$ cat src/rtl/dds_pkg.sv
`default_nettype none
// ============================================================================
// Module      : dds_pkg
// Description : Shared definitions for the DDS phase accumulator slice:
//               FSM state encoding, default widths and dither LFSR constants.
// Revision    : 1.0  initial release
// ============================================================================
package dds_pkg;

  // Accumulator control states
  typedef enum logic [1:0] {
    ST_IDLE  = 2'd0,
    ST_RUN   = 2'd1,
    ST_SWEEP = 2'd2
  } dds_state_e;

  // Default widths
  localparam int DDS_ACC_W   = 24;
  localparam int DDS_PHASE_W = 14;
  localparam int DDS_CNT_W   = 16;

  // 16-bit Fibonacci LFSR, taps 16,14,13,11 (bit indices 15,13,12,10)
  localparam logic [15:0] LFSR_SEED = 16'hACE1;
  localparam logic [15:0] LFSR_TAPS = 16'hB400;

  // One LFSR step: shift left, feedback is the XOR of the tapped bits
  function automatic logic [15:0] lfsr_next(input logic [15:0] s);
    return {s[14:0], ^(s & LFSR_TAPS)};
  endfunction

endpackage
`default_nettype wire

$ cat src/rtl/dds_lfsr.sv
`default_nettype none
// ============================================================================
// Module      : dds_lfsr
// Description : 16-bit Fibonacci LFSR used as phase dither source. Seeded
//               with a non-zero value so it never locks up at zero.
// Ports       : clk    - clock
//               rst_n  - asynchronous active-low reset (loads seed)
//               en     - advance one step this cycle
//               state  - current LFSR state
// Revision    : 1.0  initial release
// ============================================================================
module dds_lfsr
  import dds_pkg::*;
(
  input  logic        clk,
  input  logic        rst_n,
  input  logic        en,
  output logic [15:0] state
);

  logic [15:0] state_q;
  logic [15:0] state_d;

  always_comb begin
    state_d = state_q;
    if (en) begin
      state_d = lfsr_next(state_q);
    end
  end

  always_ff @(posedge clk or negedge rst_n) begin
    if (!rst_n) begin
      state_q <= LFSR_SEED;
    end else begin
      state_q <= state_d;
    end
  end

  assign state = state_q;

endmodule
`default_nettype wire

$ cat src/rtl/dds_phase_accum.sv
`default_nettype none
// ============================================================================
// Module      : dds_phase_accum
// Description : DDS phase accumulator. Integrates the frequency tuning word
//               every live cycle and emits the truncated, offset phase word
//               for the sine LUT. Supports handshaked FTW loads and a linear
//               FTW sweep (chirp).
// Config      : DDS_DITHER_EN - when defined, an LFSR adds sub-LSB dither to
//               the accumulator before truncation.
// Ports       : clk, rst_n            - clock, async active-low reset
//               en                    - run enable (0 forces IDLE)
//               ftw_in/valid/ready    - tuning word load handshake
//               phase_off             - offset added after truncation
//               sweep_step/len/start  - sweep increment, count and start
//               phase/phase_valid     - registered phase word and live flag
//               wrap                  - 1-cycle accumulator carry pulse
//               busy                  - sweep in progress
// Revision    : 1.0  initial release
// ============================================================================
module dds_phase_accum
  import dds_pkg::*;
#(
  parameter int ACC_W   = DDS_ACC_W,
  parameter int PHASE_W = DDS_PHASE_W,
  parameter int CNT_W   = DDS_CNT_W
) (
  input  logic               clk,
  input  logic               rst_n,
  input  logic               en,
  input  logic [ACC_W-1:0]   ftw_in,
  input  logic               ftw_valid,
  output logic               ftw_ready,
  input  logic [PHASE_W-1:0] phase_off,
  input  logic [ACC_W-1:0]   sweep_step,
  input  logic [CNT_W-1:0]   sweep_len,
  input  logic               sweep_start,
  output logic [PHASE_W-1:0] phase,
  output logic               phase_valid,
  output logic               wrap,
  output logic               busy
);

  dds_state_e         state_q, state_d;
  logic [ACC_W-1:0]   acc_q, acc_d;
  logic [ACC_W-1:0]   ftw_q, ftw_d;
  logic [ACC_W-1:0]   step_q, step_d;
  logic [CNT_W-1:0]   cnt_q, cnt_d;
  logic [PHASE_W-1:0] phase_q, phase_d;
  logic               phase_valid_q, phase_valid_d;
  logic               wrap_q, wrap_d;

  logic               live;
  logic               ftw_load;
  logic [ACC_W:0]     acc_sum;
  logic [ACC_W-1:0]   acc_trunc_src;

  // Accumulator only advances in RUN/SWEEP with enable still asserted;
  // the edge that drops en freezes everything on the way to IDLE.
  assign live     = en && (state_q != ST_IDLE);
  assign ftw_load = ftw_valid && ftw_ready;
  assign acc_sum  = {1'b0, acc_q} + {1'b0, ftw_q};

`ifdef DDS_DITHER_EN
  localparam int          DITH_W    = ACC_W - PHASE_W;
  localparam logic [15:0] DITH_MASK = 16'((32'd1 << DITH_W) - 32'd1);

  logic [15:0] lfsr_state;

  dds_lfsr u_lfsr (
    .clk   (clk),
    .rst_n (rst_n),
    .en    (live),
    .state (lfsr_state)
  );

  // Dither only touches the bits discarded by truncation
  assign acc_trunc_src = acc_q + ACC_W'(lfsr_state & DITH_MASK);
`else
  assign acc_trunc_src = acc_q;
`endif

  always_comb begin
    state_d       = state_q;
    acc_d         = acc_q;
    ftw_d         = ftw_q;
    step_d        = step_q;
    cnt_d         = cnt_q;
    phase_d       = phase_q;
    phase_valid_d = 1'b0;
    wrap_d        = 1'b0;

    // ftw_ready is low in SWEEP, so a load never collides with a sweep step
    if (ftw_load) begin
      ftw_d = ftw_in;
    end

    if (!en) begin
      state_d = ST_IDLE;
      cnt_d   = '0;
    end else begin
      case (state_q)
        ST_IDLE: state_d = ST_RUN;
        ST_RUN: begin
          if (sweep_start && (sweep_len != '0)) begin
            state_d = ST_SWEEP;
            cnt_d   = sweep_len;
            step_d  = sweep_step;
          end
        end
        ST_SWEEP: begin
          ftw_d = ftw_q + step_q;
          cnt_d = cnt_q - CNT_W'(1);
          if (cnt_q == CNT_W'(1)) begin
            state_d = ST_RUN;
          end
        end
        default: state_d = ST_IDLE;
      endcase
    end

    if (live) begin
      acc_d         = acc_sum[ACC_W-1:0];
      wrap_d        = acc_sum[ACC_W];
      phase_d       = acc_trunc_src[ACC_W-1 -: PHASE_W] + phase_off;
      phase_valid_d = 1'b1;
    end
  end

  always_ff @(posedge clk or negedge rst_n) begin
    if (!rst_n) begin
      state_q       <= ST_IDLE;
      acc_q         <= '0;
      ftw_q         <= '0;
      step_q        <= '0;
      cnt_q         <= '0;
      phase_q       <= '0;
      phase_valid_q <= 1'b0;
      wrap_q        <= 1'b0;
    end else begin
      state_q       <= state_d;
      acc_q         <= acc_d;
      ftw_q         <= ftw_d;
      step_q        <= step_d;
      cnt_q         <= cnt_d;
      phase_q       <= phase_d;
      phase_valid_q <= phase_valid_d;
      wrap_q        <= wrap_d;
    end
  end

  assign ftw_ready   = (state_q != ST_SWEEP);
  assign busy        = (state_q == ST_SWEEP);
  assign phase       = phase_q;
  assign phase_valid = phase_valid_q;
  assign wrap        = wrap_q;

endmodule
`default_nettype wire

$ cat config.mk
export PLATFORM = sky130hd
export DESIGN_NAME = dds_phase_accum
export DESIGN_NICKNAME = d
export VERILOG_FILES = /design/src/rtl/dds_pkg.sv /design/src/rtl/dds_lfsr.sv /design/src/rtl/dds_phase_accum.sv
export SDC_FILE = /design/constraint.sdc
export NUM_CORES = 1
export LEC_CHECK = 0
export BUFFER_PORTS_ARGS = -buffer_cell sky130_fd_sc_hd__clkbuf_2
export CAP_MARGIN = 20
export CORE_MARGIN = 2
export CORE_UTILIZATION = 40
export CTS_CLUSTER_SIZE = 40
export DETAILED_ROUTE_END_ITERATION = 10
export PLACE_DENSITY = 0.71
export REMOVE_ABC_BUFFERS = 1
export SLEW_MARGIN = 20
export SYNTH_ARGS = -nofsm -noshare
export SYNTH_HDL_FRONTEND = slang
export SYNTH_SLANG_ARGS = --single-unit
$ cat constraint.sdc
create_clock -name clk -period 6.75 [get_ports clk]
set_clock_uncertainty 0.05 [all_clocks]
set_input_delay 2.025 -clock clk [delete_from_list [all_inputs] [get_ports clk]]
set_output_delay 2.025 -clock clk [all_outputs]
set_load 0.03 [all_outputs]
Word-level counts from Yosys, hierarchy flattened --
Cells that the tools add are included. Widths: inputs -> output; s select.
Cells by class: $add $sub $neg 4, multipliers 0, div/mod/pow operators 0, magnitude comparators 0, equal/unequal tests 7, shift operators 0, multiplexer cells 12, bitwise gates (word level) 0, reduce and logical (&&, ||, !) cells 9
Operators by type and width (count):
- $mux 24 | 3
- $mux 16 | 2
- $pmux 16 s2 | 1
- $add 24x24->25 | 1
- $add 24x24->24 | 1
- $eq 16x1->1 const B | 1
- $reduce_bool 16->1 | 1
- $sub 16x1->16 const B | 1
- $add 14x14->14 | 1
- $mux 2 | 3
- $pmux 2 s3 | 1
- $reduce_and 2->1 | 2
- $logic_and 1x1->1 | 3
- $ne 3x1->1 const B | 1
- $ne 3x2->1 const B | 1
- $ne 3x3->1 const B | 1
- $reduce_and 3->1 | 1
- $eq 2x1->1 const B | 1
- $eq 2x2->1 const B | 1
- $logic_not 2->1 | 1
- $mux 1 | 2
- $ne 2x2->1 const B | 1
- $reduce_bool 2->1 | 1
Word-level totals: bits in registers 106, latch bits 0, memory bits (writable) 0, ROM bits 0, input bits 83, output and inout bits 18, memories 0

Logic depth before layout (Yosys ltp) --
depth in word-level cells 5, mapped depth 10

Worst setup path before layout --
Ideal clock, no wire load.
path type input -> register, start point input phase_off[0], end point register phase_q[12], in the netlist phase[12], library setup time 0.146 ns, data arrival time 3.712 ns, required time 6.554 ns, setup slack 2.842 ns, stages 10, buffers on the path 0, cells stage by stage ha_1 > inv_1 > fa_1 > nor2b_1 > o21a_1 > o21ai_0 > a21oi_1 > o41ai_1 > mux2i_1 > o311ai_0
Between the ends: word-level cells in the longest chain between the ends 1
RTL lines:
- start, declared | line dds_phase_accum.sv:33 | input logic [PHASE_W-1:0] phase_off,
- $add 14x14->14 | line dds_phase_accum.sv:124 | phase_d = acc_trunc_src[ACC_W-1 -: PHASE_W] + phase_off;
- end signal, assigned | line dds_phase_accum.sv:145 | phase_q <= phase_d;
- end, declared | line dds_phase_accum.sv:48 | logic [PHASE_W-1:0] phase_q, phase_d;
No other way between the ends. A chain may end at the register's enable or synchronous reset.

Worst setup path in the final report --
Same ends and word-level chain as after synthesis.

==> results.txt <==
The flow ran to the end, but the final reports show violations. The final reports fail on DRC. Summing the areas of all compound-gate instances in the mapped netlist gives 23.2% of the synthesized area. The number of levels the H-tree was split into came out at 3. The floorplan die width is 140 um. The worst reg-to-reg setup slack is 3.84 ns. Among cell families on the critical path, the largest total delay comes from compound AO/OA/AOI/OAI gates. In this run the deepest clock path goes through 2 buffers. In this run the clock root is driven by a clkbuf_16.

The clock transition at the registers of the reported paths is 0.07 ns. The gate count of the mapped netlist is 815. The most heavily used metal layer in global routing is met2.

The leakage power of the design is 3.94 nW. The worst setup path is of the in -> reg kind. The number of buffers inserted by port buffering is 100. The final HPWL from detailed placement came out at 13300 um. The top cell types in the final layout, fill and taps aside, are 106 x dfrtp_1, 99 x clkbuf_2, 96 x nand2_1. The biggest cell delay along the critical path is 0.40 ns.

The max-cap check violation count is 0. The endpoint of the most critical register-to-register path is ftw_q[16]$_DFF_PN0_. The achievable frequency is 252 MHz. The most common cell after layout, fill and taps aside is dfrtp_1. In this run the tightest slew margin relative to its limit is 51.4%. STA classifies the critical path startpoint as an input pin. The largest individual stage delay along the critical path comes from the cell o41ai_1.

The smallest clock period supported by the final layout is computed as 3.96 ns. The first routing iteration left 461 violations. The number of setup violations in the final report came out at 0. The total congestion overflow after global routing is 0.

Of the cells placed in the final design, the portion with a size suffix greater than 1 is 19.1%. The total power draw is 3.34 mW. The hold violation count in the final report came out at 0.

The CTS tree is built. The transition time of the tightest slew-check pin came out at 0.729 ns. The total cell area at the placement stage came out at 8140 um2.

The startpoint identified for the worst register-to-register timing path is ftw_q[0]$_DFF_PN0_. The growth of design area from synthesis to finish is 14.3%. The post-CTS setup-driven buffer insertion count came out at 0. The via count of the first global-routing pass is 6171. The total iterations of the first detailed-routing run came out at 10.

The net count of the finished layout is 1050. The max-slew violation count came out at 0. The mean routed wirelength per cell came out at 15.5 um. The initial core utilization came out at 41.0%. The endpoint of the worst hold path is phase[0]$_DFFE_PN0P_. The post-synthesis share of cell area spent on full adders, half adders and majority gates is 11.3%. The required arrival time at the worst endpoint came out at 6.90 ns. The critical path buffer and inverter count came out at 2.

IR analysis of the VDD net gives a maximum drop of 172 uV. The final instance area came out at 8480 um2. Among all flip-flop cells after synthesis, the most frequent one is dfrtp_1. After filler insertion, the fill cell instance count of the layout stands at 1716.

Counting flops and latches in the post-synthesis netlist gives 106. Walking the worst path, the cells encountered are clkbuf_2 -> ha_1 -> inv_1 -> fa_1 -> nor2b_1 -> o21a_1 -> o21ai_0 -> a21oi_1 -> o41ai_1 -> mux2i_1 -> o311ai_0. In the routed design, unresolved DRC markers number 6. The final standard cell utilization of the core is 46.9%. Setup repair after global routing left no endpoint under its margin. The power density of the placed cells is 393 nW/um2.

The warning count from the yosys run came out at 0. The worst hold path stage count came out at 2. The number of I/O pins came out at 101. The met1 layer usage reported by global route came out at 24.5%. The core region is 18100 um2. The post-detailed-route via-to-cell ratio is 5.63. The number of buffers inserted by hold repair at cts is 0. The post-synthesis average cell area came out at 9.10 um2. Entering global routing, the biggest net connects 76 pins. The worst-case setup slack after placement is 2.10 ns. The height of the die is 140 um. The total clock sinks came out at 106. The row count is 49. The post-synth design cell area is 7420 um2.

The depth of the worst register-to-register path is 10. The total number of vias is 6390. After synthesis, the netlist uses 68 different library cells. In this run the most critical hold path is launched from phase[0]$_DFFE_PN0P_.

The critical path capture point type is a register. Measured against the total synthesized area, the mux share comes to 6.19%. The class of the tightest hold or removal check is reg -> reg. The number of antenna-violating nets in the routed design came out at 0. The number of gates resized after CTS is 0. The die footprint came out at 19600 um2. The register area share after synthesis came out at 35.8%.

The final period utilization came out at 58.7%. The arrival time of the worst setup path came out at 4.11 ns. The combined global-route utilization of all metal layers is 18.5%. The total length of routed wires came out at 17600 um. By area, the combinational part of the netlist is dominated by compound AO/OA/AOI/OAI gates. The first-pass GRT wire length is 29600 um. Of all nets on the critical path, the largest fanout is 3.

The post-synthesis share of cell area spent on xor and xnor gates is 5.43%. At the end of routability-driven placement, the weighted congestion stood at 0.920. The number of CTS-inserted buffers came out at 9. The repair_antennas step left the layout with diodes totalling 0.

The simple logic cell fraction of the synthesized area is 15.5%. At the later pin of the worst-skew pair, clock insertion delay measures 0.36 ns. In this run, synthesis inferred 0 flip-flops with an integrated enable. The met3 routing resource usage after global routing came out at 3.59%. After synthesis, the share of flip-flops with an asynchronous set or reset is 100%.

The number of antenna violations at the first check in global routing came out at 0. Setup slack closes at 2.79 ns. The met2 routing resource usage after global routing came out at 30.7%.

The setup TNS after final layout is 0 ns.
==> worst min-delay path: cells and delay by family, from the launching register on <==
kind / cells / cell delay [ns]
DFF: 1 / 0.34
and+or+nand+nor: 2 / 0.10
==> registers in the layout, indices dropped and copies added, names as in the netlist <==
signal / flops
phase_valid: 1
wrap: 1
state_q: 2
step_q: 24
ftw_q: 24
acc_q: 24
phase: 14
cnt_q: 16
==> per-layer routing <==
layer	wire [um]	share of wire [%]
met5	0	0
met4	267	1.5
met3	885	5.0
met2	8210	47
met1	8260	47
==> Yosys cell counts, drive strengths merged (3+ instances only) <==
master  instances  share of area, %
nor2           47               2.4
o21a           11               1.1
a31oi           4              0.34
a21o           20               2.0
o311ai          5              0.59
ha             62                10
nor3           18               1.2
buf             6              0.44
o22ai           3              0.25
mux2i          11               1.5
nand3          20               1.3
dfrtp         106                36
a21oi          67               4.7
and3b           3              0.35
xnor2          17               2.0
o21bai          4              0.40
nor2b           5              0.42
nand4           4              0.34
nor4            8              0.88
a211o           3              0.35
a221oi          6              0.88
fa              3              0.81
o211ai         11               1.2
clkbuf         23               1.2
and3           14               1.2
a21boi          3              0.30
a41oi           4              0.47
and2            4              0.34
inv            20               1.0
nand2          97               4.9
o31ai           4              0.40
nand2b         11              0.96
xor2           29               3.4
a211oi         22               2.4
o21ai          82               5.6
mux2           31               4.7
==> metrics by stage <==
step                      std cells  hold slack (ns)
after floorplan                 786            0.401
after global placement         1120            0.410
after detailed placement       1120            0.416
after CTS                      1136            0.432
after global routing           1136            0.456
final                          1136            0.424
==> cell type report <==
type                            count  area [um2]  area share [%]
Multi-Input combinational cell    659        4580            54.1
Sequential cell                   106        2650            31.3
Timing Repair Buffer              105         541            6.38
Tap cell                          229         287            3.38
Clock buffer                       11         253            2.98
Clock inverter                      5        83.8           0.989
Inverter                           21        78.8           0.930
==> worst max path at each step <==
stage                                start                     end  slack (ns)  cells past startpoint
floorplan           state_q[1]$_DFFE_PN0P_   phase[12]$_DFFE_PN0P_        0.69                      5
global placement              sweep_len[3]  step_q[14]$_DFFE_PN0P_        2.20                      6
detailed placement            sweep_len[3]   step_q[7]$_DFFE_PN0P_        2.10                      6
CTS                           sweep_len[3]  step_q[19]$_DFFE_PN0P_        2.46                      6
global route                  phase_off[0]   phase[12]$_DFFE_PN0P_        2.57                     11
finish                        phase_off[0]   phase[12]$_DFFE_PN0P_        2.79                     11
==> kinds of logic (layout without fill, tap and decap cells) <==
logic type	Yosys count	in the layout
AO/OA/AOI/OAI	264	264
XOR/XNOR	46	46
adder cells (fa/ha/maj)	65	65
buffers and inverters	50	142
flip-flops	106	106
multiplexers	42	42
AND/OR/NAND/NOR	242	242
==> where the power goes <==
group | leakage, nW | switching, mW | internal, mW
clock network | 0.158 | 0.247 | 0.347
logic | 2.48 | 1.01 | 0.767
registers | 1.31 | 0.143 | 0.820
total | 3.94 | 1.40 | 1.93
Note: power is estimated with default switching activity, not from simulation.
